File: config.mk
export PLATFORM = sky130hd
export DESIGN_NAME = fetch_stage
export DESIGN_NICKNAME = d
export VERILOG_FILES = /design/src/rtl/fetch_stage.sv
export SDC_FILE = /design/constraint.sdc
export NUM_CORES = 1
export LEC_CHECK = 0
export CAP_MARGIN = 10
export CORE_MARGIN = 2
export CORE_UTILIZATION = 45
export CTS_CLUSTER_DIAMETER = 120
export CTS_CLUSTER_SIZE = 10
export DETAILED_ROUTE_END_ITERATION = 10
export DONT_BUFFER_PORTS = 1
export SYNTH_ARGS = -nofsm -noshare
export SYNTH_HDL_FRONTEND = slang
export SYNTH_SLANG_ARGS = --single-unit
File: constraint.sdc
create_clock -name clk -period 8.15 [get_ports clk]
set_clock_uncertainty 0.05 [all_clocks]
set_input_delay 2.445 -clock clk [delete_from_list [all_inputs] [get_ports clk]]
set_output_delay 2.445 -clock clk [all_outputs]
set_load 0.02 [all_outputs]
File: src/rtl/fetch_stage.sv
// Instruction fetch stage: PC register, fixed-latency imem requests, small instruction FIFO to decode.
// Optional FETCH_MISALIGN_CHK_EN adds fetch_fault_o and blocks fetch after a misaligned redirect.
module fetch_stage #(
    parameter int                DWIDTH   = 32,
    parameter int                AWIDTH   = 32,
    parameter logic [AWIDTH-1:0] BASEADDR = AWIDTH'(32'h0100_0000),
    parameter int                DEPTH    = 2
) (
    input  logic              clk,
    input  logic              rst,
    output logic              imem_req_o,
    output logic [AWIDTH-1:0] imem_addr_o,
    input  logic [DWIDTH-1:0] imem_rdata_i,
    input  logic              redirect_i,
    input  logic [AWIDTH-1:0] redirect_pc_i,
    input  logic              ready_i,
    output logic              valid_o,
    output logic [AWIDTH-1:0] pc_o,
`ifdef FETCH_MISALIGN_CHK_EN
    output logic              fetch_fault_o,
`endif
    output logic [DWIDTH-1:0] insn_o
);
    localparam int            PTRW    = $clog2(DEPTH);
    localparam int            CNTW    = $clog2(DEPTH) + 1;
    localparam logic [CNTW:0] DEPTH_V = (CNTW+1)'(DEPTH);

    logic [AWIDTH-1:0] pc_q;
    logic [AWIDTH-1:0] req_addr_q;
    logic [AWIDTH-1:0] pc_hold_q;
    logic [DWIDTH-1:0] insn_hold_q;
    logic [AWIDTH-1:0] redir_addr;
    logic [AWIDTH-1:0] pc_mem   [DEPTH];
    logic [DWIDTH-1:0] insn_mem [DEPTH];
    logic [PTRW-1:0]   rd_ptr_q;
    logic [PTRW-1:0]   wr_ptr_q;
    logic [CNTW-1:0]   count_q;
    logic              inflight_q;
    logic              pop;
    logic              push;
    logic              req_inhibit;
    logic [CNTW:0]     occ_after_pop;

    assign redir_addr = redirect_pc_i & ~AWIDTH'(3);

`ifdef FETCH_MISALIGN_CHK_EN
    logic fault_q;
    logic misalign;

    assign misalign      = (redirect_pc_i[1:0] != 2'b00);
    // A redirect decides the fault for itself; otherwise the sticky flag gates fetch.
    assign req_inhibit   = redirect_i ? misalign : fault_q;
    assign fetch_fault_o = fault_q;

    always_ff @(posedge clk) begin
        if (rst) begin
            fault_q <= 1'b0;
        end else if (redirect_i) begin
            fault_q <= misalign;
        end
    end
`else
    assign req_inhibit = 1'b0;
`endif

    always_comb begin
        valid_o       = ~rst & ~redirect_i & (count_q != '0);
        pop           = valid_o & ready_i;
        push          = ~rst & ~redirect_i & inflight_q;
        occ_after_pop = {1'b0, count_q} + {{CNTW{1'b0}}, inflight_q} - {{CNTW{1'b0}}, pop};
        imem_addr_o   = redirect_i ? redir_addr : pc_q;
        if (rst) begin
            imem_req_o = 1'b0;
        end else if (redirect_i) begin
            imem_req_o = ~req_inhibit;
        end else begin
            imem_req_o = ~req_inhibit & (occ_after_pop < DEPTH_V);
        end
        pc_o   = valid_o ? pc_mem[rd_ptr_q]   : pc_hold_q;
        insn_o = valid_o ? insn_mem[rd_ptr_q] : insn_hold_q;
    end

    always_ff @(posedge clk) begin
        if (rst) begin
            pc_q        <= BASEADDR;
            req_addr_q  <= '0;
            inflight_q  <= 1'b0;
            pc_hold_q   <= '0;
            insn_hold_q <= '0;
            count_q     <= '0;
            rd_ptr_q    <= '0;
            wr_ptr_q    <= '0;
        end else begin
            inflight_q <= imem_req_o;
            if (imem_req_o) begin
                req_addr_q <= imem_addr_o;
                pc_q       <= imem_addr_o + AWIDTH'(4);
            end
            if (valid_o) begin
                pc_hold_q   <= pc_o;
                insn_hold_q <= insn_o;
            end
            if (redirect_i) begin
                count_q  <= '0;
                rd_ptr_q <= '0;
                wr_ptr_q <= '0;
            end else begin
                if (push) begin
                    wr_ptr_q <= wr_ptr_q + PTRW'(1);
                end
                if (pop) begin
                    rd_ptr_q <= rd_ptr_q + PTRW'(1);
                end
                count_q <= count_q + CNTW'(push) - CNTW'(pop);
            end
        end
    end

    always_ff @(posedge clk) begin
        if (push) begin
            pc_mem[wr_ptr_q]   <= req_addr_q;
            insn_mem[wr_ptr_q] <= imem_rdata_i;
        end
    end

endmodule

==> Word-level counts from Yosys, hierarchy flattened <==
Memory sizes are Yosys's and may differ from the RTL's. A register that Yosys moved wholly into a read port is not among the register bits.
Cells that the tools add are included.
{ "word_totals": {"reg_bits": 133, "latch_bits": 0, "ramBits": 128, "romBits": 0, "inputBits": 68, "out_inout_bits": 98, "elab_cells": 37, "n_memories": 2} }
{ "op_classes": {"addsub": 7, "mul": 0, "n_div": 0, "order_cmp": 1, "eq_ne": 0, "shifts": 0, "n_mux": 11, "bitwise": 6, "n_reduce_logical": 2} }
{ "memory_table": {"columns": ["memory", "depth", "word_bits", "rd", "rd_ports_with_merged_regs", "wr", "line", "rtl"], "rows": [
  ["insn_mem", 2, 32, 1, 1, 1, "34", "logic [DWIDTH-1:0] insn_mem [DEPTH];"],
  ["pc_mem", 2, 32, 1, 1, 1, "33", "logic [AWIDTH-1:0] pc_mem [DEPTH];"]
]} }
{ "op_table": {"columns": ["op", "n"], "rows": [
  ["two-way mux 32 bit", 3],
  ["adder 32 x 3 -> 32 bit, second input constant", 1],
  ["two-way mux 1 bit", 8],
  ["AND 1 bit", 4],
  ["adder 2 x 1 -> 3 bit", 1],
  ["less-than comparator 3 x 2 -> 1 bit, second input constant", 1],
  ["subtractor 3 x 1 -> 3 bit", 1],
  ["adder 1 bit, second input constant", 2],
  ["adder 2 x 1 -> 2 bit", 1],
  ["inverter 1 bit", 2],
  ["nonzero test 2 bit", 1],
  ["OR reduction 2 bit", 1],
  ["subtractor 2 x 1 -> 2 bit", 1]
]} }

==> Depth between registers and ports, before layout <==
{ "logic_depth": {"depth_word": 8, "depth_mapped": 15, "ltp_nobuf": 11} }

==> Worst setup path before layout <==
OpenSTA, ideal clock, no wires.
{ "synth_timing": {"path_type": "input to output", "startpoint": "in redirect_i", "endpoint": "out imem_req_o", "arrival_ns": 4.852, "t_required_ns": 5.655, "setup_slack_ns": 0.803, "cell_stages": 12, "path_buffers": 4, "cell_sequence": "buf_6 buf_6 nor2_1 o21a_1 buf_2 buf_2 nand3b_1 fa_1 xnor2_1 o21bai_1 nand2_1 inv_1"} }
{ "synth_via": {"elab_chain_len": 8} }
{ "synth_rtl": {"columns": ["element", "line", "rtl"], "rows": [
  ["start: declaration", "14", "input logic redirect_i,"],
  ["inverter 1 bit", "67", "valid_o = ~rst & ~redirect_i & (count_q != '0);"],
  ["AND 1 bit (2 in a row)", "67", null],
  ["AND 1 bit", "68", "pop = valid_o & ready_i;"],
  ["subtractor 3 x 1 -> 3 bit", "70", "occ_after_pop = {1'b0, count_q} + {{CNTW{1'b0}}, inflight_q} - {{CNTW{1'b0}}, pop};"],
  ["less-than comparator 3 x 2 -> 1 bit", "77", "imem_req_o = ~req_inhibit & (occ_after_pop < DEPTH_V);"],
  ["two-way mux 1 bit (*)", "74", "end else if (redirect_i) begin"],
  ["two-way mux 1 bit (*)", "72", "if (rst) begin"],
  ["end: declaration", "11", "output logic imem_req_o,"]
]} }
Every way passes the cells marked *; elsewhere a longest branch is shown, timed or not.

==> Worst setup path in the final report <==
{ "layout_timing": {"startpoint": "in rst", "endpoint": "out imem_req_o"} }
{ "layout_via": {"elab_chain_len": 8} }
{ "layout_rtl": {"columns": ["element", "line", "rtl"], "rows": [
  ["start: declaration", "10", "input logic rst,"],
  ["inverter 1 bit", "67", null],
  ["AND 1 bit (2 in a row)", "67", null],
  ["AND 1 bit", "68", null],
  ["subtractor 3 x 1 -> 3 bit", "70", null],
  ["less-than comparator 3 x 2 -> 1 bit", "77", null],
  ["two-way mux 1 bit", "74", null],
  ["two-way mux 1 bit (*)", "72", null]
]} }
Marks and branches as above.

==> results.tsv <==
stage	metric	value	unit
status	status	completed	
route	ant_nets	0	
timing	finalSetupViolations	0	
cts	hold_buffers	0	
synthesis	ys.flop_type	dfxtp_1	
synthesis	synthDominantCellAreaShare	0.357	
place	pre_cts_ws	1210	ps
floorplanning	fp.dieW	159	um
global_route	antenna_found_initial	0	
route	first_pass_iters	4	
timing	timing.fmax	0.143	GHz
floorplanning	die_h	159	um
hold_path	hp-class	reg2reg	
critical_path	rr_worst_depth	9	
cts	cts-resized-gates	0	
critical_path	r2r-start	count_q[1]$_SDFF_PP0_	
critical_path	crit_path_max_fanout	63	
cts	postCtsSetupRepairBufs	0	
place	portBuffers	0	
route	remaining_drc_errors	0	
final_layout	fin_cells	1257	
critical_path	r2r_slack	5090	ps
cts	clkSinkCount	260	
timing	maxSlewViolCount	0	
synthesis	avgSynthCellArea	11.4	um2
route	vias	6713	
place	dp_hpwl	13700	um
floorplanning	fp-row-count	56	
synthesis	synth_area_leaders	edfxtp_1 36%, dfxtp_1 25%, mux2i_1 7.7%	
floorplanning	start_util	0.458	
cts	cts_buffers	29	
cts	cts_max_level	1	
place	dp_cells	1204	
power_and_ir_drop	power.density	231	nW/um2
critical_path	cpPeakStageDelay	440	ps
critical_path	required	5660	ps
synthesis	syn_nets	1011	
floorplanning	die_area	25100	um2
power_and_ir_drop	power_leakage	0.00424	uW
synthesis	synth-seq-cells	260	
critical_path	path_cells	nor2_1 -> o21a_4 -> nand3b_1 -> fa_1 -> xnor2_1 -> o21bai_4 -> nand2_1 -> inv_1	
timing	hold_viol	0	
run	maxCapViolCount	0	
synthesis	ys_seq_area_frac	0.603	
global_route	globalRoute.totalOverflow	0	
synthesis	synth_edf_count	128	
synthesis	synth_common_cells	132 x dfxtp_1, 128 x edfxtp_1, 110 x nor2_1	
timing	finalSetupTns	0	ps
route	drt_wl_total	22200	um
synthesis	yosys.cell_count.top_type	dfxtp_1	
synthesis	syn_inst	940	
place	gp_congestion	0.830	
synthesis	async_flop_share	0	
power_and_ir_drop	max-vdd-ir-drop	0.000137	V
synthesis	ys_warn_count	0	
synthesis	yosysTopAreaCell	edfxtp_1	
floorplanning	io_pins	166	
timing	layout_setup_ws	1170	ps
timing	maxSlewHeadroom	0.426	
timing	fin_crit	6980	ps
global_route	track_usage	0.172	
timing	max_slew.worst_pin.slew	861	ps
final_layout	area_growth	9.26	%
cts	cts_tree	done	
global_route	grt_first_pass_wirelength	33900	um
final_layout	fin_nets	987	
hold_path	min_to	pc_mem[0][14]$_DFFE_PP_	
timing	rsz0062_at_grt	false	
critical_path	critPathKind	in2out	
final_layout	fill_cells	2107	
final_layout	drive_gt1_frac	0.0682	
cts	insertion_delay	520	ps
floorplanning	coreArea	23500	um2
critical_path	cp-start-kind	primary input	
place	dpl_cell_area	10900	um2
critical_path	r2r-end	pc_q[21]$_SDFFE_PP0P_	
global_route	grt_pass1_vias	6342	
final_layout	fin_util	0.501	
final_layout	finalInstanceArea	11700	um2
cts	clock_path_buffers	3	
synthesis	synth_area	10800	um2
hold_path	worstHoldStart	req_addr_q[14]$_SDFFE_PP0P_	
cts	clock-root-buffer	clkbuf_16	
route	viasPerCell	5.34	
critical_path	setup.worst_path.end_class	output port	
critical_path	crit_arrival	4480	ps
global_route	grt_max_degree	131	
route	avgRoutedWirePerCell	17.7	um
synthesis	synth_cell_types	59	
cts	path_clk_slew	60	ps
timing	finalCritPeriodShare	0.856	
route	drt_iter0_drc	369	
final_layout	diodes	0	
critical_path	cp_slowest_cell	fa_1	
hold_path	hold_path_depth	0	
## placed cells by master (no fill, tap or decap), drive strengths merged, types with 12 or more instances in the layout
cell type	n
and2	71
clkbuf	53
a21oi	76
xnor2	15
mux2i	84
edfxtp	128
a211oi	29
nand4	12
nand3	32
nor3	19
inv	33
nand2	46
nor2	110
dfxtp	132
## critical path, delay by kind of cell
kind	cells	cell delay, ps
buf+inv	1	210
fa+ha+maj	1	440
simple gates	3	750
xor+xnor	1	300
compound gates	2	300
## area by class of cell
| cell class | instances | area [um2] | share of cell area |
|---|---|---|---|
| inverters | 33 | 124 | 0.0105 |
| clock buffers | 53 | 816 | 0.0694 |
| well taps | 319 | 399 | 0.0340 |
| repair buffers | 6 | 57.6 | 0.00490 |
| multi-input cells | 586 | 3860 | 0.329 |
| flip-flops and latches | 260 | 6490 | 0.552 |
## layer usage
metal	share of wire	GRT usage	wire length [um]
met1	0.45	0.234	10100
met2	0.44	0.271	9870
met3	0.087	0.0512	1940
met4	0.014	0.0373	307
met5	0	0	0
## power breakdown
group          internal [uW]  switching (uW)
clock                    664             474
sequential              1410            23.5
combinational           45.8             100
## cell families (layout without fill, tap and decap cells)
family	Yosys count	count (layout)	share of synthesized area
DFF	260	260	0.603
AOI/OAI and AO/OA	154	154	0.0973
and+or+nand+nor	322	322	0.156
adders and majority gates	3	3	0.00419
buffers and inverters	94	92	0.0401
xor gates and xnor gates	16	16	0.0130
muxes	91	91	0.0859
## per-stage QoR
step	power [uW]	hold WS, ps
2_1_floorplan	1590	375
3_3_place_gp	1610	383
3_5_place_dp	1610	392
4_1_cts	2760	405
5_1_grt	2830	418
6_report	2720	400
## state kept, by name, summed over array words and instances, names as in the netlist, named ones only
| register | flops |
|---|---|
| insn_hold_q | 32 |
| rd_ptr_q | 1 |
| pc_mem | 64 |
| count_q | 2 |
| req_addr_q | 30 |
| inflight_q | 1 |
| pc_q | 32 |
| insn_mem | 64 |
| pc_hold_q | 32 |
| wr_ptr_q | 1 |
## worst max-delay path by stage
| stage | startpoint | to | slack (ps) |
|---|---|---|---|
| 2_1_floorplan | redirect_i | imem_req_o | 800 |
| 3_3_place_gp | redirect_i | imem_req_o | 1240 |
| 3_5_place_dp | redirect_i | imem_req_o | 1210 |
| 4_1_cts | redirect_i | imem_req_o | 1200 |
| 5_1_grt | rst | imem_req_o | 980 |
| 6_report | rst | imem_req_o | 1170 |
Note: power is estimated with default switching activity, not from simulation.
